[src/rtl/core_types_pkg.sv]
// Shared core types for fetch, instruction buffer and decode.
// Holds the instruction record that moves between these stages and the
// default buffer geometry. Fetch and decode reuse the same constants.
package core_types;

    localparam int INSTR_W     = 32;
    localparam int IB_DEPTH    = 8;  // entry count, power of two, >= 4
    localparam int IB_IF_WIDTH = 2;  // max instructions pushed per cycle
    localparam int IB_ID_WIDTH = 2;  // max instructions popped per cycle

    typedef struct packed {
        logic               valid;
        logic [INSTR_W-1:0] instr;
    } instr_buffer_info_t;

endpackage

[src/rtl/instr_buffer_lzc_accept.sv]
// lzc_accept: counts consecutive ones starting from bit 0.
// It computes the pop count from the accept bits after they are masked
// with the output valid bits. Counting stops at the first zero.
//   bits_i : accept AND valid, bit 0 is the oldest slot
//   ones_o : number of leading ones (0..W)
module lzc_accept #(
    parameter  int W  = 2,
    localparam int CW = $clog2(W + 1)
) (
    input  logic [W-1:0]  bits_i,
    output logic [CW-1:0] ones_o
);

    logic run;

    always_comb begin
        ones_o = '0;
        run    = 1'b1;
        for (int i = 0; i < W; i++) begin
            if (run && bits_i[i]) begin
                ones_o = ones_o + CW'(1);
            end else begin
                run = 1'b0;
            end
        end
    end

endmodule

[src/rtl/instr_buffer.sv]
// instr_buffer: in-order circular instruction FIFO between fetch and decode.
// Each cycle it accepts up to IF_WIDTH instructions. Invalid fetch slots are
// dropped, so the stored entries have no gaps. Each cycle it presents up to
// ID_WIDTH of the oldest entries to decode.
//   clk                 : clock
//   rst_n               : asynchronous active-low reset (clears pointers/count)
//   flush_i             : drop all stored and same-cycle incoming instructions
//   frontend_instr_i    : fetched instructions, per-slot valid
//   frontend_stallreq_o : buffer cannot take a full fetch group; push ignored
//   backend_accept_i    : per-slot pop acknowledge from decode
//   backend_instr_o     : oldest entries, slot 0 oldest, per-slot valid
module instr_buffer
    import core_types::*;
#(
    parameter int DEPTH    = IB_DEPTH,
    parameter int IF_WIDTH = IB_IF_WIDTH,
    parameter int ID_WIDTH = IB_ID_WIDTH
) (
    input  logic                               clk,
    input  logic                               rst_n,
    input  logic                               flush_i,
    input  instr_buffer_info_t [IF_WIDTH-1:0]  frontend_instr_i,
    output logic                               frontend_stallreq_o,
    input  logic [ID_WIDTH-1:0]                backend_accept_i,
    output instr_buffer_info_t [ID_WIDTH-1:0]  backend_instr_o
);

    localparam int PTR_W = $clog2(DEPTH);
    localparam int CNT_W = PTR_W + 1;
    localparam int POP_W = $clog2(ID_WIDTH + 1);

    logic [PTR_W-1:0]   head;
    logic [PTR_W-1:0]   tail;
    logic [CNT_W-1:0]   count;

    // Payload storage is deliberately unreset; the count alone qualifies it.
    instr_buffer_info_t mem [DEPTH];

    logic [IF_WIDTH-1:0] wr_en;
    logic [PTR_W-1:0]    wr_idx [IF_WIDTH];
    logic [CNT_W-1:0]    push_cnt;
    logic [ID_WIDTH-1:0] out_valid;
    logic [POP_W-1:0]    pop_cnt;

    // Stall comes only from the registered count. Same-cycle pops are not
    // taken into account, so no combinational path runs from decode to fetch.
    assign frontend_stallreq_o = (count > CNT_W'(DEPTH - IF_WIDTH));

    // Compaction: the k-th valid fetch slot goes to tail+k.
    always_comb begin
        wr_en    = '0;
        wr_idx   = '{default: '0};
        push_cnt = '0;
        for (int j = 0; j < IF_WIDTH; j++) begin
            wr_idx[j] = tail + push_cnt[PTR_W-1:0];
            wr_en[j]  = frontend_instr_i[j].valid && !frontend_stallreq_o && !flush_i;
            if (wr_en[j]) begin
                push_cnt = push_cnt + CNT_W'(1);
            end
        end
    end

    always_ff @(posedge clk) begin
        for (int j = 0; j < IF_WIDTH; j++) begin
            if (wr_en[j]) begin
                mem[wr_idx[j]] <= frontend_instr_i[j];
            end
        end
    end

    // Outputs read only registered storage. A push becomes visible in the
    // next cycle at the earliest, because there is no bypass.
    always_comb begin
        backend_instr_o = '0;
        out_valid       = '0;
        for (int i = 0; i < ID_WIDTH; i++) begin
            out_valid[i]             = (CNT_W'(i) < count);
            backend_instr_o[i]       = mem[head + PTR_W'(i)];
            backend_instr_o[i].valid = out_valid[i];
        end
    end

    lzc_accept #(
        .W (ID_WIDTH)
    ) u_lzc_accept (
        .bits_i (backend_accept_i & out_valid),
        .ones_o (pop_cnt)
    );

    always_ff @(posedge clk or negedge rst_n) begin
        if (!rst_n) begin
            head  <= '0;
            tail  <= '0;
            count <= '0;
        end else if (flush_i) begin
            head  <= '0;
            tail  <= '0;
            count <= '0;
        end else begin
            head  <= head + PTR_W'(pop_cnt);
            tail  <= tail + push_cnt[PTR_W-1:0];
            count <= count + push_cnt - CNT_W'(pop_cnt);
        end
    end

endmodule

[config.mk]
export PLATFORM = sky130hd
export DESIGN_NAME = instr_buffer
export DESIGN_NICKNAME = d
export VERILOG_FILES = /design/src/rtl/core_types_pkg.sv /design/src/rtl/instr_buffer_lzc_accept.sv /design/src/rtl/instr_buffer.sv
export SDC_FILE = /design/constraint.sdc
export NUM_CORES = 1
export LEC_CHECK = 0
export ABC_AREA = 1
export ABC_CLOCK_PERIOD_IN_PS = 5100
export CAP_MARGIN = 10
export CELL_PAD_IN_SITES_DETAIL_PLACEMENT = 1
export CELL_PAD_IN_SITES_GLOBAL_PLACEMENT = 1
export CORE_UTILIZATION = 40
export DETAILED_ROUTE_END_ITERATION = 16
export PLACE_DENSITY = 0.81
export SYNTH_ARGS = -nofsm -noshare
export SYNTH_HDL_FRONTEND = slang
export SYNTH_SLANG_ARGS = --single-unit
[constraint.sdc]
create_clock -name clk -period 5.1 [get_ports clk]
set_clock_uncertainty 0.05 [all_clocks]
set_input_delay 1.53 -clock clk [delete_from_list [all_inputs] [get_ports clk]]
set_output_delay 1.53 -clock clk [all_outputs]
set_load 0.02 [all_outputs]
======== Word-level counts from Yosys, hierarchy flattened ========
Memory sizes are Yosys's and may differ from the RTL's.
Index checks and enable logic that the tools add are counted.
storage, ports and cells
  register bits after elaboration ......... 10
  RAM bits ................................ 264
  input bits .............................. 71
  output and inout port bits .............. 67
  word-level logic and storage cells ...... 35
  memories kept ........................... 1
cells by class
  $add $sub $neg .......................... 8
  magnitude comparators ................... 3
  multiplexer cells ....................... 12
  bitwise gates (word level) .............. 1
  reductions and logical operators ........ 7
memories
  memory  words  width  read ports  clocked after Yosys merged registers in  wr ports  RTL line            text
  mem     8      33     2           0                                        2         instr_buffer.sv:37  instr_buffer_info_t mem [DEPTH];
operators with widths
  cell                 count
  $lt 1x4->1 const A   2
  $mux 4               2
  $mux 1               7
  $add 3x3->3          2
  $mux 3               2
  $logic_and 1x1->1    5
  $add 4x1->4 const B  1
  $add 4x4->4          1
  $gt 4x3->1 const B   1
  $sub 4x2->4          1
  $add 3x1->3 const B  1
  $add 3x2->3          1
  $add 2x1->2 const B  1
  $and 2x2->2          1
  $logic_not 1->1      2
  $mux 2               1

======== Depth between registers and ports, before layout ========
  word-level depth ........................ 10
  mapped depth ............................ 17
  gate-level depth less buffers ........... 16

======== Cells and area by module ========
Synthesis repeated with hierarchy kept, for this count alone.
second synthesis, totals
  cells, all modules ...................... 2328
  area, all modules ....................... 17576.9 sq um
by module, submodules not included
  module        instances  cells each  area each (sq um)  sequential area each (sq um)
  instr_buffer  1          2324        17559.3            7937.6
  lzc_accept    1          4           17.5               0.0

======== Least setup slack after synthesis ========
OpenSTA, ideal clock, no wires.
  path type ............................... input-to-reg
  start ................................... input flush_i
  end ..................................... memory mem[5][0] (netlist bit) (enable)
  setup time .............................. 0.466 ns
  arrival time ............................ 5.238 ns
  data required time ...................... 4.584 ns
  setup slack ............................. -0.654 ns
  stages .................................. 8
  path buffers ............................ 2
  cells stage by stage .................... clkbuf_1 > nor3_1 > ha_1 > ha_1 > inv_1 > nand4_2 > clkbuf_1 > o21ai_0
RTL lines
  item                RTL line            text
  start: declaration  instr_buffer.sv:21  input logic flush_i,
  end: declaration    instr_buffer.sv:37

==> impl_metrics.yaml <==
critical_path:
  crit_arrival_ps: 3370
  worstSetupStartpointType: "flip-flop"
  required_ps: 3520
  cp-end-kind: "output port"
  path_class: "flip-flop to output port"
  path_max_fanout: 49
clocking:
  clock_latency_ps: 580
  clk_pin_slew_ps: 60
  postCtsSetupRepairBufs: 0
  cts.htree.levels: 1
  tritoncts: "done"
  clkSinkCount: 266
  clock-root-buffer: "clkbuf_16"
  numCtsBuffers: 31
  holdBufCountCts: 0
  clock_tree.buffer_depth: 3
  cts_resized: 0
logic_synthesis:
  syn_inst: 2326
  async_flop_share_pct: 3.76
  synthMostInstantiatedCell: "nand2_1"
  syn-num-nets: 2413
  synth_seq_cells: 266
  synth_xor_area_share_pct: 0.194
  ys_top_cells_by_area: "edfxtp_1 (44%), nand2_1 (22%), o211ai_1 (6.9%)"
  synthSimpleGateAreaFrac_pct: 27.5
  syn_avg_cell_area_sq_um: 7.49
  synthAdderAreaFrac_pct: 1.32
  ys_types: 32
  synth_edf_count: 256
  ys_seq_area_share_pct: 45.6
  yosys.area.top_type_share_pct: 44.1
  synthMuxAreaShare_pct: 0
  synth_compound_area_share_pct: 16.3
  syn_area_sq_um: 17400
  synth_flop_cell: "edfxtp_1"
  yosysTopAreaCell: "edfxtp_1"
  netlist_top_cells_count: "nand2_1 (1006), edfxtp_1 (256), o21ai_0 (203)"
  yosysWarningCount: 0
  synth_top_family_by_area: "simple AND/OR/NAND/NOR gates"
global_route:
  grt_pass1_wl_mm: 103
  antenna_found_initial: 0
  globalRouteTotalUtil_pct: 30.0
  grt_max_degree: 258
  globalRouteOverflowTotal: 0
  first_global_vias: 18136
timing:
  rsz0062_at_grt: "no"
  final.setup.tns_ps: 0
  max_slew_margin_pct: 18.7
  hold_viol: 0
  slew_violations: 0
  fmax_ghz: 0.202
  post-route-period-util_pct: 97.1
  finalCriticalPeriod_ps: 4950
  setup_viol_count_final: 0
  worst_pin_slew_ps: 1220
  holdWs_ps: 603
cells_and_area:
  area_growth_pct: 15.5
  final_area_sq_um: 20100
  layout.cells.non_filler: 2959
  drive_above_1_share_pct: 6.07
  diodes: 0
  final_nets: 2438
  fill_cells: 5311
floorplan:
  die_w_um: 211
  dieArea_sq_um: 44400
  floorplan.initialDensity_pct: 40.5
  die_h_um: 211
  core_area_sq_um: 43000
  fp-row-count: 76
  ios: 138
route:
  ant_nets: 0
  viasPerCell: 5.83
  wl_per_cell_um: 22.4
  drt_iter0_markers: 1393
  drt_first_pass_iters: 5
  drc: 0
  wl_mm: 66.4
  vias: 17241
power_and_ir_drop:
  p_leak_uw: 0.00841
  power.density_nw_per_um2: 539
  p_total_uw: 10900
  peakVddDrop_uv: 485
placed_design:
  place_congestion: 0.840
  port_buffers: 137
  place_inst: 2903
  placed_area_sq_um: 19200
  dp_hpwl_mm: 41.1
flow_run:
  drv_cap: 0
min_path:
  hp-class: "flip-flop to flip-flop"
run_status:
  outcome: "completed"
cell type report:
| type | instances | area (sq um) | area share (%) |
|---|---|---|---|
| Clock buffer | 39 | 806 | 4.00 |
| Clock inverter | 17 | 111 | 0.553 |
| Inverter | 160 | 606 | 3.01 |
| Multi-Input combinational cell | 1694 | 7970 | 39.6 |
| Sequential cell | 266 | 7950 | 39.5 |
| Tap cell | 585 | 732 | 3.64 |
| Timing Repair Buffer | 198 | 1950 | 9.71 |
power by group:
| group | switching [uW] | internal (uW) | total [uW] |
|---|---|---|---|
| registers | 78.9 | 2620 | 2700 |
| logic | 3990 | 2070 | 6060 |
| clock network | 935 | 1160 | 2090 |
| total | 5000 | 5850 | 10900 |
cell families after synthesis:
logic type / after synthesis
buffers and inverters: 366
AO/OA/AOI/OAI: 488
XOR/XNOR: 3
AND/OR/NAND/NOR: 1187
flip-flops: 266
adder cells (fa/ha/maj): 16
registers in the layout (all words and copies together) (netlist names):
name / cells
count: 4
head: 3
mem: 256
tail: 3
metal layers:
layer	GRT usage (%)	vias up	wire length (um)
li1	-	7795	-
met1	37.7	8484	26600
met2	50.6	740	31600
met3	3.90	222	4940
met4	15.2	0	3230
met5	0	-	0
metrics by stage:
step                util, %  setup slack (ps)
floorplan                 -               212
global placement       44.7               680
global route           46.8              53.6
CTS                    46.8               180
detailed placement     44.7               551
finish                 46.8               149
path summary, 6_finish.rpt:
kind	startpoint	endpoint	slack, ps	cells past startpoint
worst max-delay path	head[0]	backend_instr_o[58]	150	7
worst min-delay path	count[0]	count[0]	600	3
worst max register to register	count[3]	mem[1][12]	1680	15
worst min register to register	count[0]	count[0]	600	3
max in group asynchronous	rst_n	head[0]	3330	1
min in group asynchronous	rst_n	tail[1]	1260	1
worst max-delay path, cell delays in order, from the launching register on:
cell             delay, ps
dfrtp_4                550
ha_4                   780
buf_4                  390
o211ai_1               130
nand2_1                 90
nand2_1                 60
nand2_1                140
clkdlybuf4s50_1        630
cell usage in the layout, fill, tap and decap left out, drive strengths merged:
cell	count
fa	4
clkbuf	39
nand4	8
buf	61
o211ai	160
nand3	138
dfrtp	10
bufinv	1
clkinvlp	2
clkinv	13
a21oi	99
o21ai	229
clkdlybuf4s50	137
and3	1
inv	161
ha	12
xnor2	3
edfxtp	256
nor2	24
nor3	3
nand2	1013
No activity file was read; power rests on OpenSTA's default activity.
